## src/rtl/riscv_pkg.sv

```systemverilog
// Types and constants shared across the core's memory path.
package riscv_pkg;

    typedef enum logic [1:0] {
        StIdle,
        StIfBusy,
        StDmBusy,
        StResp
    } arb_state_t;

    typedef struct packed {
        logic dm;
        logic fetch;
    } grant_t;

    localparam int unsigned DEFAULT_STARVE_LIMIT = 4;

endpackage

```

## src/rtl/mem_arb_pick.sv

```systemverilog
// Grant selection: the data port wins unless the fetch port has been starved too long.
module mem_arb_pick
    import riscv_pkg::*;
(
    input  logic   if_req,
    input  logic   dm_req,
    input  logic   starve_hit,
    output grant_t grant
);

    always_comb begin
        grant = '0;
        if (dm_req && !(if_req && starve_hit)) begin
            grant.dm = 1'b1;
        end else if (if_req) begin
            grant.fetch = 1'b1;
        end
    end

endmodule

```

## src/rtl/mem_arbiter.sv

```systemverilog
// Arbitrates the fetch and data ports onto one single-port memory, one access at a time.
module mem_arbiter
    import riscv_pkg::*;
#(
    parameter int unsigned STARVE_LIMIT = DEFAULT_STARVE_LIMIT
) (
    input  logic        clk,
    input  logic        rst_n,
    input  logic        if_req,
    input  logic [31:0] if_addr,
    output logic [31:0] if_rdata,
    output logic        if_ready,
    input  logic        dm_req,
    input  logic        dm_we,
    input  logic [31:0] dm_addr,
    input  logic [31:0] dm_wdata,
    input  logic [3:0]  dm_be,
    output logic [31:0] dm_rdata,
    output logic        dm_ready,
    output logic        mem_req,
    output logic        mem_we,
    output logic [31:0] mem_addr,
    output logic [31:0] mem_wdata,
    output logic [3:0]  mem_be,
    input  logic [31:0] mem_rdata,
    input  logic        mem_ack
);

    localparam int unsigned CntW = (STARVE_LIMIT > 0) ? $clog2(STARVE_LIMIT + 1) : 1;

    arb_state_t      state_q;
    logic [CntW-1:0] starve_cnt_q;
    logic            starve_hit;
    grant_t          grant;

    assign starve_hit = (starve_cnt_q == CntW'(STARVE_LIMIT));

    mem_arb_pick u_pick (
        .if_req     (if_req),
        .dm_req     (dm_req),
        .starve_hit (starve_hit),
        .grant      (grant)
    );

    always_ff @(posedge clk or negedge rst_n) begin
        if (!rst_n) begin
            state_q      <= StIdle;
            starve_cnt_q <= '0;
            mem_req      <= 1'b0;
            mem_we       <= 1'b0;
            mem_addr     <= '0;
            mem_wdata    <= '0;
            mem_be       <= '0;
            if_rdata     <= '0;
            dm_rdata     <= '0;
            if_ready     <= 1'b0;
            dm_ready     <= 1'b0;
        end else begin
            if_ready <= 1'b0;
            dm_ready <= 1'b0;
            unique case (state_q)
                StIdle: begin
                    if (grant.dm) begin
                        mem_req   <= 1'b1;
                        mem_we    <= dm_we;
                        mem_addr  <= dm_addr;
                        mem_wdata <= dm_wdata;
                        mem_be    <= dm_be;
                        state_q   <= StDmBusy;
                        if (if_req && !starve_hit) begin
                            starve_cnt_q <= starve_cnt_q + CntW'(1);
                        end
                    end else if (grant.fetch) begin
                        mem_req      <= 1'b1;
                        mem_we       <= 1'b0;
                        mem_addr     <= if_addr & 32'hFFFF_FFFC;
                        mem_wdata    <= '0;
                        mem_be       <= 4'hF;
                        starve_cnt_q <= '0;
                        state_q      <= StIfBusy;
                    end
                end
                StIfBusy: begin
                    if (mem_ack) begin
                        mem_req  <= 1'b0;
                        if_rdata <= mem_rdata;
                        if_ready <= 1'b1;
                        state_q  <= StResp;
                    end
                end
                StDmBusy: begin
                    if (mem_ack) begin
                        mem_req  <= 1'b0;
                        if (!mem_we) begin
                            dm_rdata <= mem_rdata;
                        end
                        dm_ready <= 1'b1;
                        state_q  <= StResp;
                    end
                end
                StResp: begin
                    state_q <= StIdle;
                end
                default: begin
                    state_q <= StIdle;
                end
            endcase
        end
    end

    // A requester must hold req while its access is in flight; the access completes anyway.
    if_req_held: assert property (@(posedge clk) disable iff (!rst_n)
        (state_q == StIfBusy) |-> if_req);
    dm_req_held: assert property (@(posedge clk) disable iff (!rst_n)
        (state_q == StDmBusy) |-> dm_req);

endmodule

```

## config.mk

```make
export PLATFORM = sky130hd
export DESIGN_NAME = mem_arbiter
export DESIGN_NICKNAME = d
export VERILOG_FILES = /design/src/rtl/riscv_pkg.sv /design/src/rtl/mem_arb_pick.sv /design/src/rtl/mem_arbiter.sv
export SDC_FILE = /design/constraint.sdc
export NUM_CORES = 1
export LEC_CHECK = 0
export ABC_AREA = 1
export BUFFER_PORTS_ARGS = -buffer_cell sky130_fd_sc_hd__buf_4
export CAP_MARGIN = 40
export CORE_MARGIN = 2
export CORE_UTILIZATION = 40
export DETAILED_ROUTE_END_ITERATION = 8
export GPL_ROUTABILITY_DRIVEN = 0
export GPL_TIMING_DRIVEN = 1
export PLACE_DENSITY = 0.7
export SLEW_MARGIN = 20
export SYNTH_ARGS = -nofsm -noshare
export SYNTH_HDL_FRONTEND = slang
export SYNTH_SLANG_ARGS = --single-unit
export TNS_END_PERCENT = 50
```

## constraint.sdc

```tcl
create_clock -name clk -period 1.9 [get_ports clk]
set_input_delay 0.095 -clock clk [delete_from_list [all_inputs] [get_ports clk]]
set_output_delay 0.095 -clock clk [all_outputs]
set_load 0.02 [all_outputs]
```

* Word level (Yosys, flattened, before mapping) *
Index checks and enable logic that the tools add are counted.

storage, ports and cells
  register bits after elaboration = 141
  input port bits = 138
  output and inout port bits = 136
  logic and storage cells = 60

operators by class
  $add $sub $neg = 1
  equal/unequal tests = 7
  mux-type cells = 25
  bitwise operators = 1
  reductions and logical operators = 15

operator list
  operator             number
  $mux 32              4
  $mux 1               11
  $mux 3               3
  $reduce_and 3->1     3
  $mux 4               2
  $mux 2               3
  $pmux 2 s3           1
  $reduce_and 2->1     3
  $eq 2x2->1 const B   2
  $ne 2x1->1 const B   2
  $reduce_bool 2->1    2
  $add 3x1->3 const B  1
  $eq 3x3->1 const B   1
  $logic_and 1x1->1    3
  $ne 3x3->1 const B   1
  $eq 2x1->1 const B   1
  $logic_not 1->1      2
  $logic_not 2->1      1
  $pmux 1 s2           1
  $reduce_or 2->1      1
  $not 1->1            1

* Longest topological paths before layout *
  depth after elaboration = 8
  mapped depth = 9
  depth with buffers taken out = 7

* Hierarchy *
A second synthesis with hierarchy kept.

unflattened totals
  cells, all modules = 698
  area, all modules = 5871.9 um^2

by module, submodules not included
  module        times used  cells an instance  area an instance (um^2)  sequential area each (um^2)
  mem_arbiter   1           694                5844.4                   3528.4
  mem_arb_pick  1           4                  27.5                     0.0

* Worst setup path before layout *
Ideal clock, no wire load.

  kind = reg2reg
  from = register state_q[0]
  to = register mem_addr[21]
  library setup time = 0.118 ns
  arrival time = 1.334 ns
  required time = 1.782 ns
  path slack = 0.449 ns
  cell stages (with the launch flop) = 10
  path buffers = 2
  clock period less this slack = 1.451 ns
  path through = dfrtp_1 -> inv_1 -> ha_1 -> inv_1 -> nor2_8 -> inv_4 -> buf_6 -> buf_6 -> nand2_1 -> nand2_1

on the way
  longest elaborated chain between the ends = 2

RTL lines
  element                            RTL line           source
  start, declared                    mem_arbiter.sv:31  arb_state_t state_q;
  start signal, assigned             mem_arbiter.sv:47  state_q <= StIdle;
  start signal, assigned             mem_arbiter.sv:69  state_q <= StDmBusy;
  start signal, assigned             mem_arbiter.sv:80  state_q <= StIfBusy;
  $logic_not 2->1                    mem_arbiter.sv:61  unique case (state_q)
  $reduce_and 2->1 (no source line)  -
  end signal, assigned               mem_arbiter.sv:66  mem_addr <= dm_addr;
  end signal, assigned               mem_arbiter.sv:76  mem_addr <= if_addr & 32'hFFFF_FFFC;
  end, declared                      mem_arbiter.sv:22  output logic [31:0] mem_addr,

Every way passes these cells.
A chain may end at the register's enable or synchronous reset.

* Worst setup path after layout *
  from = register state_q[0]
  to = register mem_wdata[17]

on the way
  longest elaborated chain between the ends = 2

RTL lines
  element                            RTL line           source
  $logic_not 2->1                    mem_arbiter.sv:61
  $reduce_and 2->1 (no source line)  -
  end signal, assigned               mem_arbiter.sv:67  mem_wdata <= dm_wdata;
  end, declared                      mem_arbiter.sv:23  output logic [31:0] mem_wdata,

Every way passes these cells.

==> impl_metrics.py <==
metrics = {
    "finish": {
        "stdcell_area_um2": 10120,
        "layout.filler_cells": 1171,
        "multi_input_comb_area_um2": 1963,
        "final-seq-area_um2": 3528,
        "flow.area_growth_from_synthesis_pct": 64.38,
        "final_net_count": 1251,
        "drive_above_1_share": 0.2847,
        "n_antenna_cell": 0,
    },
    "synth": {
        "synth_top_family_by_area": "simple AND/OR/NAND/NOR gates",
        "synth-simple-area-share": 0.2159,
        "most_used_flip_flop_cell_after_synthesis": "dfrtp_1",
        "synth_edf_count": 0,
        "synth.mux.area_fraction": 0,
        "post_synth_num_cell_types": 24,
        "async_reset_ff_frac": 1.000,
        "synth_sequential_area_ratio": 0.5733,
        "postSynthAreaPerCell_um2": 8.477,
        "compound_cell_area_share_of_the_yosys_netlist": 0.08843,
        "yosys.area_share.xor_xnor": 0,
        "postSynthNetCount": 871,
        "yosysWarnings": 0,
        "summed_instance_area_of_the_synthesized_netlist_um2": 6155,
        "synth-seq-cells": 141,
        "synth_fa_ha_area_frac": 0.01423,
        "post_synth_inst_count": 726,
    },
    "floorplan": {
        "floorplan.core_area_um2": 15150,
        "placement_rows": 45,
        "initial_core_utilization": 0.4064,
        "fp.dieW_um": 128.0,
        "chipHeight_um": 128.0,
        "die_area_um2": 16390,
        "io_pins": 274,
    },
    "run_status": {
        "status": "finished, final reports clean",
    },
    "timing": {
        "slew_violations": 0,
        "share_of_the_clock_period_used_by_the_worst_path_after_layout": 0.9223,
        "setup_total_negative_slack_ps": 0,
        "achievable-frequency_mhz": 570.7,
        "tightestPinTransition_ps": 537.7,
        "hold_viol": 0,
        "timing.max_slew.rel_slack": 0.6416,
        "setup_repair_after_global_routing_missed_its_margin": "no",
        "final.min_clock_period_ps": 1752,
        "timing.final.ws_setup_ps": 147.7,
        "setup_viol": 0,
        "finClkSkew_ps": 9.137,
    },
    "detailed_routing": {
        "dr.pass1.iters": 5,
        "antenna_violating_nets_left": 0,
        "num_vias": 6158,
        "detail_route.wirelength_um": 18780,
        "drc": 0,
        "detail_route.vias_per_cell": 4.719,
        "wl_per_cell_um": 14.39,
        "dr.first_iter.drc_count": 377,
    },
    "power": {
        "powerDensity_nw_per_um2": 1537,
        "total_leakage_power_nw": 5.481,
        "finalPower_mw": 15.55,
        "vdd.ir_drop.worst_mv": 0.7103,
    },
    "global_routing": {
        "first_global_vias": 5959,
        "grt_start_max_net_pins": 70,
        "grt_util_met2": 0.3816,
        "gr-max-usage-layer": "met2",
        "globalRoute.totalOverflow": 0,
        "grtUsageTotal": 0.2287,
        "global_route.usage.met1": 0.2836,
        "grt_first_pass_wirelength_um": 29610,
        "antenna_violations_before_repair": 0,
        "global_route.usage.met3": 0.06511,
    },
    "worst_setup_path": {
        "worst_setup_path_type": "reg -> reg",
        "critical_path_arrival_ps": 2080,
        "critical_path.startpoint_type": "flip-flop",
        "critical_path_required_ps": 2230,
        "crit_path_end_kind": "flip-flop",
        "crit_path_max_fanout": 40,
    },
    "clock_network": {
        "buffer_count_from_post_cts_setup_fixing": 0,
        "cts_tree": "done",
        "h-tree-depth": 4,
        "register_clock_pin_slew_on_the_reported_worst_setup_and_hold_paths_ps": 60,
        "clock_path_buffers": 2,
        "worstSkewPairLatency_ps": 410,
        "clkSinkCount": 141,
        "cts_inserted_buffers": 17,
        "cts.root.buffer_cell": "clkbuf_16",
    },
    "worst_hold_path": {
        "worstHoldPathType": "in -> reg",
    },
    "placed_design": {
        "numPortBuffers": 271,
        "dp_worst_slack_ps": 86.41,
        "dp_hpwl_um": 11500,
        "post_dp_cell_area_um2": 8313,
    },
    "run": {
        "timing.max_cap.violations": 0,
    },
}
-- cells in the final DEF (no fill, tap or decap), types with 3 or more instances in the layout --
cell,n
buf_4,277
nand2_1,249
dfrtp_1,141
dlygate4sd3_1,119
inv_1,105
o21ai_0,71
nand3_1,64
o21ai_1,33
clkbuf_16,17
ha_1,7
bufinv_16,4
buf_12,4
clkbuf_1,3
buf_6,3
-- layer usage --
metal,up-vias,part of all wire
met4,0,0.017
met3,24,0.082
met1,2859,0.41
met2,272,0.49
met5,-,0
li1,3003,-
-- logic make-up after synthesis --
kind of cell / Yosys count
AOI/OAI and AO/OA: 108
adders and majority gates: 7
buffers and inverters: 148
and+or+nand+nor: 322
DFF: 141
-- flip-flops by register name, indices dropped and copies added (netlist names) --
signal and flops:
mem_wdata 32, state_q 2, mem_addr 32, dm_ready 1, dm_rdata 32, if_ready 1, mem_be 4, if_rdata 32
mem_we 1, mem_req 1, starve_cnt_q 3
-- critical path, cell delays in order (launching register included) --
cell	delay [ps]
dfrtp_1	410
inv_1	120
ha_1	240
inv_1	120
nor2_8	160
buf_6	300
nand2_1	110
o21ai_0	180
-- worst paths after layout --
kind                            startpoint             to  slack (ps)  cells past startpoint
worst max-delay path            state_q[0]  mem_wdata[17]         150                      7
worst min-delay path            dm_addr[5]    mem_addr[5]          20                      5
worst max register to register  state_q[0]  mem_wdata[17]         150                      7
worst min register to register     mem_req        mem_req         480                      2
max in group asynchronous            rst_n   if_rdata[27]        1060                      3
min in group asynchronous            rst_n    dm_rdata[0]         170                      2
-- cells in the mapped netlist, types with 3 or more instances --
| cell type | instances | area (µm²) |
|---|---|---|
| nand3_1 | 64 | 320.3 |
| dfrtp_1 | 141 | 3528 |
| o21ai_0 | 71 | 355.3 |
| clkbuf_2 | 3 | 15.01 |
| clkbuf_1 | 9 | 33.78 |
| buf_6 | 8 | 90.09 |
| nand2_1 | 250 | 938.4 |
| o21ai_1 | 33 | 165.2 |
| inv_1 | 105 | 394.1 |
| ha_1 | 7 | 87.58 |
| buf_4 | 7 | 52.55 |
| buf_2 | 14 | 70.07 |
-- what timing repair did --
| item | 4_1_cts | 5_1_grt |
|---|---|---|
| endpoints found under the hold margin | 250 | 0 |
| hold buffers | 119 | 0 |
| resized for setup | 0 | 3 |
| setup endpoints to repair | 0 | 50 |
-- area by class of cell --
class                   count  area share
flip-flops and latches    141      0.3488
repair buffers            403      0.3345
multi-input cells         437      0.1940
clock buffers              20     0.04316
inverters                 106     0.03982
well taps                 188     0.02325
clock inverters            10     0.01645
-- stage by stage --
step / util / hold WS (ps) / cells
detailed placement: 0.5489 / 36.84 / 1156
global placement: 0.5489 / 35.30 / 1156
global route: 0.6680 / 30.00 / 1305
finish: 0.6680 / 20.41 / 1305
CTS: 0.6673 / 1.008 / 1305
floorplan: - / -200.6 / 726
-- power breakdown --
group / internal (mW) / switching [mW]
sequential: 4.34 / 0.753
combinational: 2.87 / 4.16
clock: 2.19 / 1.24
No activity file was read; power rests on OpenSTA's default activity.
